$ cat src/rtl/div_ctrl_pkg.sv
// Shared encodings for the divider issue controller: op codes and FSM state encoding.
package div_ctrl_pkg;

    localparam logic [1:0] OP_DIV  = 2'b00;
    localparam logic [1:0] OP_DIVU = 2'b01;
    localparam logic [1:0] OP_MTHI = 2'b10;
    localparam logic [1:0] OP_MTLO = 2'b11;

    typedef enum logic [1:0] {
        ST_IDLE   = 2'b00,
        ST_LAUNCH = 2'b01,
        ST_WAIT   = 2'b10,
        ST_DRAIN  = 2'b11
    } state_t;

    // DIV and DIVU share a clear msb; MTHI/MTLO have it set.
    function automatic logic is_div_op(input logic [1:0] code);
        return ~code[1];
    endfunction

endpackage

$ cat src/rtl/hilo_regs.sv
// Architectural HI/LO registers with independent write enables and the MFHI/MFLO read mux,
// which can forward a result arriving in the same cycle.
module hilo_regs #(
    parameter int DATA_W = 32
) (
    input  logic              clk,
    input  logic              resetn,
    input  logic              hi_we,
    input  logic [DATA_W-1:0] hi_wdata,
    input  logic              lo_we,
    input  logic [DATA_W-1:0] lo_wdata,
    input  logic              fwd_en,
    input  logic [DATA_W-1:0] fwd_hi,
    input  logic [DATA_W-1:0] fwd_lo,
    input  logic              mf_sel,
    output logic [DATA_W-1:0] hi,
    output logic [DATA_W-1:0] lo,
    output logic [DATA_W-1:0] mf_data
);

    logic [DATA_W-1:0] hi_reg;
    logic [DATA_W-1:0] lo_reg;

    always_ff @(posedge clk or negedge resetn) begin
        if (!resetn) begin
            hi_reg <= '0;
            lo_reg <= '0;
        end else begin
            if (hi_we) hi_reg <= hi_wdata;
            if (lo_we) lo_reg <= lo_wdata;
        end
    end

    assign hi = hi_reg;
    assign lo = lo_reg;

    always_comb begin
        if (fwd_en) mf_data = mf_sel ? fwd_hi : fwd_lo;
        else        mf_data = mf_sel ? hi_reg : lo_reg;
    end

endmodule

$ cat src/rtl/div_issue_ctrl.sv
// Issues DIV/DIVU ops to the shared iterative divider, owns HI/LO, stalls MF readers while a
// result is pending and drains divides cancelled by a pipeline flush.
module div_issue_ctrl
    import div_ctrl_pkg::*;
#(
    parameter int DATA_W      = 32,
    parameter int DIV_TIMEOUT = 48
) (
    input  logic              clk,
    input  logic              resetn,
    input  logic              op_valid,
    output logic              op_ready,
    input  logic [1:0]        op_code,
    input  logic [DATA_W-1:0] op_rs,
    input  logic [DATA_W-1:0] op_rt,
    input  logic              flush,
    input  logic              mf_valid,
    input  logic              mf_sel,
    output logic [DATA_W-1:0] mf_data,
    output logic              mf_stall,
    output logic [DATA_W-1:0] hi,
    output logic [DATA_W-1:0] lo,
    output logic              err,
    output logic              div_en,
    output logic              div_signed,
    output logic [DATA_W-1:0] div_dividend,
    output logic [DATA_W-1:0] div_divisor,
    input  logic              div_busy,
    input  logic              div_complete,
    input  logic [DATA_W-1:0] div_quotient,
    input  logic [DATA_W-1:0] div_remainder
);

    localparam int CNT_W = $clog2(DIV_TIMEOUT);
    localparam logic [CNT_W-1:0] CNT_LAST = CNT_W'(DIV_TIMEOUT - 1);

    state_t            state_reg, state_next;
    logic [CNT_W-1:0]  cnt_reg, cnt_next;
    logic              err_reg, err_next;
    logic              signed_reg;
    logic [DATA_W-1:0] dividend_reg, divisor_reg;
    logic              latch_ops;
    logic              accept;
    logic              hi_we, lo_we;
    logic [DATA_W-1:0] hi_wdata, lo_wdata;
    logic              result_fwd;

    // The busy flag is informational only; completion is signalled by div_complete.
    logic unused_busy;
    assign unused_busy = div_busy;

    assign op_ready   = resetn & (state_reg == ST_IDLE) & ~flush;
    assign accept     = op_valid & op_ready;
    assign div_en     = (state_reg == ST_LAUNCH) & ~flush;
    assign result_fwd = (state_reg == ST_WAIT) & div_complete;
    assign mf_stall   = mf_valid & ((state_reg == ST_LAUNCH) |
                                    ((state_reg == ST_WAIT) & ~div_complete));

    always_comb begin
        state_next = state_reg;
        cnt_next   = cnt_reg;
        err_next   = err_reg;
        latch_ops  = 1'b0;
        hi_we      = 1'b0;
        lo_we      = 1'b0;
        hi_wdata   = op_rs;
        lo_wdata   = op_rs;
        case (state_reg)
            ST_IDLE: begin
                if (accept) begin
                    if (is_div_op(op_code)) begin
                        // A zero divisor leaves HI/LO untouched and never reaches the divider.
                        if (op_rt != '0) begin
                            latch_ops  = 1'b1;
                            state_next = ST_LAUNCH;
                        end
                    end else if (op_code == OP_MTHI) begin
                        hi_we = 1'b1;
                    end else begin
                        lo_we = 1'b1;
                    end
                end
            end
            ST_LAUNCH: begin
                cnt_next   = '0;
                state_next = flush ? ST_IDLE : ST_WAIT;
            end
            ST_WAIT: begin
                cnt_next = cnt_reg + 1'b1;
                hi_wdata = div_remainder;
                lo_wdata = div_quotient;
                if (div_complete) begin
                    hi_we      = 1'b1;
                    lo_we      = 1'b1;
                    state_next = ST_IDLE;
                end else if (cnt_reg == CNT_LAST) begin
                    err_next   = 1'b1;
                    state_next = ST_IDLE;
                end else if (flush) begin
                    state_next = ST_DRAIN;
                end
            end
            ST_DRAIN: begin
                cnt_next = cnt_reg + 1'b1;
                if (div_complete) begin
                    state_next = ST_IDLE;
                end else if (cnt_reg == CNT_LAST) begin
                    err_next   = 1'b1;
                    state_next = ST_IDLE;
                end
            end
            default: state_next = ST_IDLE;
        endcase
    end

    always_ff @(posedge clk or negedge resetn) begin
        if (!resetn) begin
            state_reg <= ST_IDLE;
            cnt_reg   <= '0;
            err_reg   <= 1'b0;
        end else begin
            state_reg <= state_next;
            cnt_reg   <= cnt_next;
            err_reg   <= err_next;
        end
    end

    // Operands stay frozen from launch until the divider completes or is drained.
    always_ff @(posedge clk or negedge resetn) begin
        if (!resetn) begin
            signed_reg   <= 1'b0;
            dividend_reg <= '0;
            divisor_reg  <= '0;
        end else if (latch_ops) begin
            signed_reg   <= (op_code == OP_DIV);
            dividend_reg <= op_rs;
            divisor_reg  <= op_rt;
        end
    end

    assign err          = err_reg;
    assign div_signed   = signed_reg;
    assign div_dividend = dividend_reg;
    assign div_divisor  = divisor_reg;

    hilo_regs #(.DATA_W(DATA_W)) u_hilo (
        .clk      (clk),
        .resetn   (resetn),
        .hi_we    (hi_we),
        .hi_wdata (hi_wdata),
        .lo_we    (lo_we),
        .lo_wdata (lo_wdata),
        .fwd_en   (result_fwd),
        .fwd_hi   (div_remainder),
        .fwd_lo   (div_quotient),
        .mf_sel   (mf_sel),
        .hi       (hi),
        .lo       (lo),
        .mf_data  (mf_data)
    );

endmodule

$ cat config.mk
export PLATFORM = sky130hd
export DESIGN_NAME = div_issue_ctrl
export DESIGN_NICKNAME = d
export VERILOG_FILES = /design/src/rtl/div_ctrl_pkg.sv /design/src/rtl/hilo_regs.sv /design/src/rtl/div_issue_ctrl.sv
export SDC_FILE = /design/constraint.sdc
export NUM_CORES = 1
export LEC_CHECK = 0
export CORE_MARGIN = 4
export CORE_UTILIZATION = 35
export CTS_BUF_LIST = sky130_fd_sc_hd__clkbuf_16
export CTS_CLUSTER_SIZE = 28
export DETAILED_ROUTE_END_ITERATION = 10
export HOLD_SLACK_MARGIN = 0.05
export MAX_ROUTING_LAYER = met4
export PLACE_DENSITY = 0.75
export SLEW_MARGIN = 30
export SYNTH_ARGS = -nofsm -noshare
export SYNTH_HDL_FRONTEND = slang
export SYNTH_SLANG_ARGS = --single-unit
export TNS_END_PERCENT = 20
$ cat constraint.sdc
create_clock -name clk -period 4.1 [get_ports clk]
set_input_delay 1.025 -clock clk [delete_from_list [all_inputs] [get_ports clk]]
set_output_delay 1.025 -clock clk [all_outputs]
set_load 0.005 [all_outputs]
; Word-level counts from Yosys, hierarchy flattened
; Index checks and enable logic that the tools add are counted.
[classes]
addsub = 1
multipliers = 0
div_mod_pow = 0
mux = 29
n_reduce_logical = 7
n_bitwise = 10
n_shift = 0
magnitude_cmp = 0
eq_ne = 10
[op_table]
columns = cell, count
row1 = $mux W32, 5
row2 = $reduce_bool A32 Y1, 1
row3 = $mux W2, 9
row4 = $pmux W6 S2, 1
row5 = $mux W1, 11
row6 = $pmux W2 S4, 1
row7 = $and A1 B1 Y1, 7
row8 = $add A6 B1 Y6 const B, 1
row9 = $eq A2 B2 Y1 const B, 3
row10 = $eq A6 B6 Y1 const B, 1
row11 = $reduce_and A5 Y1, 1
row12 = $logic_not A2 Y1, 2
row13 = $ne A2 B2 Y1 const B, 2
row14 = $ne A4 B3 Y1 const B, 1
row15 = $pmux W1 S2, 2
row16 = $ne A3 B3 Y1 const B, 1
row17 = $reduce_and A3 Y1, 1
row18 = $eq A2 B1 Y1 const B, 1
row19 = $ne A2 B1 Y1 const B, 1
row20 = $not A1 Y1, 2
row21 = $reduce_bool A2 Y1, 1
row22 = $reduce_or A2 Y1, 1
row23 = $or A1 B1 Y1, 1
[totals]
word_cells = 65
in_bits = 138
romBits = 0
n_memories = 0
latch_bits = 0
ramBits = 0
reg_bits = 138

; Logic depth before layout (Yosys ltp)
[logic_depth]
depth_word = 6
ltp_mapped = 7
depth_no_buf = 5

; Modules after synthesis
; A second synthesis with hierarchy kept.
[unflattened]
hier_cells = 541
area_unflattened_um2 = 6942.9
[modules_own_cells]
columns = mod, area_per_inst_um2, instances, cells_each
row1 = div_issue_ctrl, 3768.6, 1, 366
row2 = hilo_regs, 3174.3, 1, 175

; Worst setup path after synthesis
; Ideal clock, no wire load.
[synth_timing]
path_kind = input -> output
from = input port mf_sel
to = output port mf_data[10]
n_path_buf = 2
stages = 3
arrival_time_ns = 2.081
t_required_ns = 3.075
slack_ns = 0.994
cell_sequence = buf_1 buf_2 mux4_2
[synth_between]
elab_chain_cells = 2
[synth_lines]
columns = element, line
row1 = from (decl), div_issue_ctrl.sv:18  ; input logic mf_sel,
row2 = "$mux W32, on equally long branches", "hilo_regs.sv:39, hilo_regs.sv:38"
row3 = $mux W32 *, hilo_regs.sv:38  ; if (fwd_en) mf_data = mf_sel ? fwd_hi : fwd_lo;
row4 = to (decl), div_issue_ctrl.sv:19  ; output logic [DATA_W-1:0] mf_data,
; Mark *: on every way between the ends. The rest lies on a longest branch, timed or not.

; Worst setup path after layout
[layout_timing]
from = input port div_complete
to = output port mf_data[25]
[layout_between]
elab_chain_cells = 2
[layout_lines]
columns = element, line
row1 = from (decl), div_issue_ctrl.sv:29  ; input logic div_complete,
row2 = $and A1 B1 Y1, div_issue_ctrl.sv:55  ; assign result_fwd = (state_reg == ST_WAIT) & div_complete;
row3 = $mux W32, hilo_regs.sv:38
; No other way between the ends.

==> results.ini <==
[outcome]
status=completed

[drt]
antenna_left=0
route.detailed.drc=0
wire_per_inst_microns=19.1
vias=5497
route.final.wire_length_microns=20600
vias_per_cell=5.08
drt-initial-drc-count=205
dr.pass1.iters=5

[setup_path]
cp-start-kind=input port
cp_common_cell=clkdlybuf4s50_1
crit-reg2reg-launch=state_reg[1]
critPathCaptureType=output port
required_ns=3.07
rr_worst_depth=5
critPathArrivalTime_ns=2.91
path_buf_inv=3
cp_slowest_cell=clkdlybuf4s50_1
worstSetupPathType=input port to output port
cp_max_fo=16
crit_chain=clkdlybuf4s50_1 -> and3b_2 -> buf_12 -> mux4_2 -> clkdlybuf4s50_1
startpoint=div_complete
max_stage_delay_ns=0.47
cp_top_family=buffers and inverters
path_depth=5

[layout]
finalInstanceArea_sq_mm=0.0105
diodes=0
area_growth_pct=57.8
drive_gt1_share_pct=17.5
multi_input_area_sq_mm=0.00305
fillers=1606
fin_cells=1082
nNetsFinal=974
seq_area_sq_mm=0.00345

[logic_synthesis]
synthArstFlopShare_pct=100
syn_inst=541
synth_area_sq_mm=0.00667
synth_seq_cells=138
synth_warnings=0
syn-num-nets=680
synth.distinct_cells=32
synth_edf_count=0
synth_ff_type=dfrtp_1
avgSynthCellArea_sq_um=12.3
ys_seq_area_share_pct=51.8

[run]
drv_cap=0

[placed_design]
placed_area_sq_mm=0.00995
io_buffers=301
globalplace.congestion=0.842
dp_hpwl_microns=15300
dp_cells=1050

[clock_network]
cts_tree=done
cts_resized=0
post_cts_buffers=0
clk_latency_ns=0.41
cts_buffers=17
htree_levels=4
clk_path_buf_depth=2
cts.clk_slew.worst_paths_ns=0.06
cts_root_buf=clkbuf_16
cts_hold_buf=0
clock-sinks=138

[power]
combPwrFrac_pct=37.2
power.density_mw_per_mm2=544
ir_drop_uv=267
pwr-share-clk_pct=26.4
seqPwrFrac_pct=36.4
p_sw_share_pct=27.6
netSwitchingPower_w=0.00158
internal-power_w=0.00415
cellLeakagePower_nw=4.46

[sta]
slew_headroom_pct=43.5
timing.fmax_ghz=0.254
rsz0062_at_grt=false
tightest_slew_ns=0.847
slew_viol_final=0
min_period_ns=3.94
fin_crit_sh_pct=96.1
setup_viol=0
tns_ns=0
finClkSkew_ns=0.00838
hold_viol=0

[global_routing]
grt_max_degree=76
antenna_found_initial=0
grt_pass1_vias=5672
grt_pass1_wl_microns=32100
grt.overflow.total=0
grtUsageTotal_pct=19.6

[floorplan]
core_sq_mm=0.0187
die-width_microns=146
die_h_microns=146
dieArea_sq_mm=0.0213
rows=50
io_pins=303
initial_utilization_pct=35.7

[hold_path]
hold_class=flop to flop
min-delay-start=err
min_delay_path_depth=1

## final timing paths
check / slack, ns / end
max in group asynchronous: 2.04 / u_hilo.hi[15]
max: 0.16 / mf_data[25]
min reg2reg: 0.46 / err
max reg2reg: 1.89 / u_hilo.lo[4]
min in group asynchronous: 0.71 / cnt_reg[0]
min: 0.46 / err
## per-layer routing
metal	wire (microns)	track usage, %
met2	10600	33.4
met4	564	6.49
met3	1180	4.50
met5	0	-
met1	8320	23.2
## cell families (layout without fill, tap and decap cells)
logic type | after synthesis | count (layout) | synth area share (%)
fa+ha+maj | 1 | 1 | 0.188
compound gates | 141 | 141 | 11.4
xor+xnor | 2 | 2 | 0.263
buf+inv | 40 | 347 | 3.17
mux | 98 | 98 | 24.1
flops | 138 | 138 | 51.8
simple gates | 121 | 121 | 9.08
## synthesized netlist by cell type (all sizes together) (3+ instances only)
library cell,count,area share [%]
a21oi,64,4.8
a22o,3,0.39
buf,28,2.5
clkbuf,10,0.56
dfrtp,138,52
mux2,66,13
mux4,32,11
nand2,65,3.7
nand2b,3,0.28
nand4,3,0.28
nor2,3,0.17
nor2b,34,3.2
nor4,8,0.75
o21ai,67,5.0
## layout by cell type (no fill, tap or decap), drive strengths merged
cell / instances
a21oi: 64
mux2: 66
ha: 1
clkbuf: 17
mux4: 32
a21o: 1
nand4: 3
buf: 14
a21boi: 1
inv: 7
nand2: 65
o21ai: 67
xnor2: 1
o211ai: 1
nor4b: 1
nor4: 8
clkinv: 5
clkdlybuf4s50: 299
nand2b: 3
nor2b: 34
o2111ai: 1
bufinv: 2
xor2: 1
nor3b: 1
o31ai: 1
a41oi: 2
dfrtp: 138
and3b: 1
nor2: 3
a22o: 3
nand3: 2
clkinvlp: 3
## through the flow
stage / utilization, % / worst slack [ns] / hold slack (ns) / total power, W
global route: 56.3 / 0.0899 / 0.487 / 0.00604
detailed placement: 53.2 / 0.138 / 0.446 / 0.00427
floorplan: - / 0.994 / 0.444 / 0.00278
CTS: 56.3 / 0.139 / 0.464 / 0.00580
finish: 56.3 / 0.161 / 0.464 / 0.00573
global placement: 53.2 / 0.148 / 0.446 / 0.00421
## power groups by stage
stage                     registers [W]  clock network, W  logic (W)
after floorplan                 0.00209                 0   0.000687
after global placement          0.00209                 0    0.00212
after detailed placement        0.00211                 0    0.00215
after CTS                       0.00209           0.00155    0.00216
after global routing            0.00214           0.00161    0.00228
final                           0.00209           0.00151    0.00213
## final cells by class
type / count / area share [%]
flip-flops and latches: 138 / 32.8
clock inverters: 15 / 1.41
repair buffers: 313 / 29.9
inverters: 2 / 0.0713
clock buffers: 17 / 4.04
well taps: 234 / 2.78
multi-input cells: 363 / 28.9
Power figures use the tool's default switching activity.
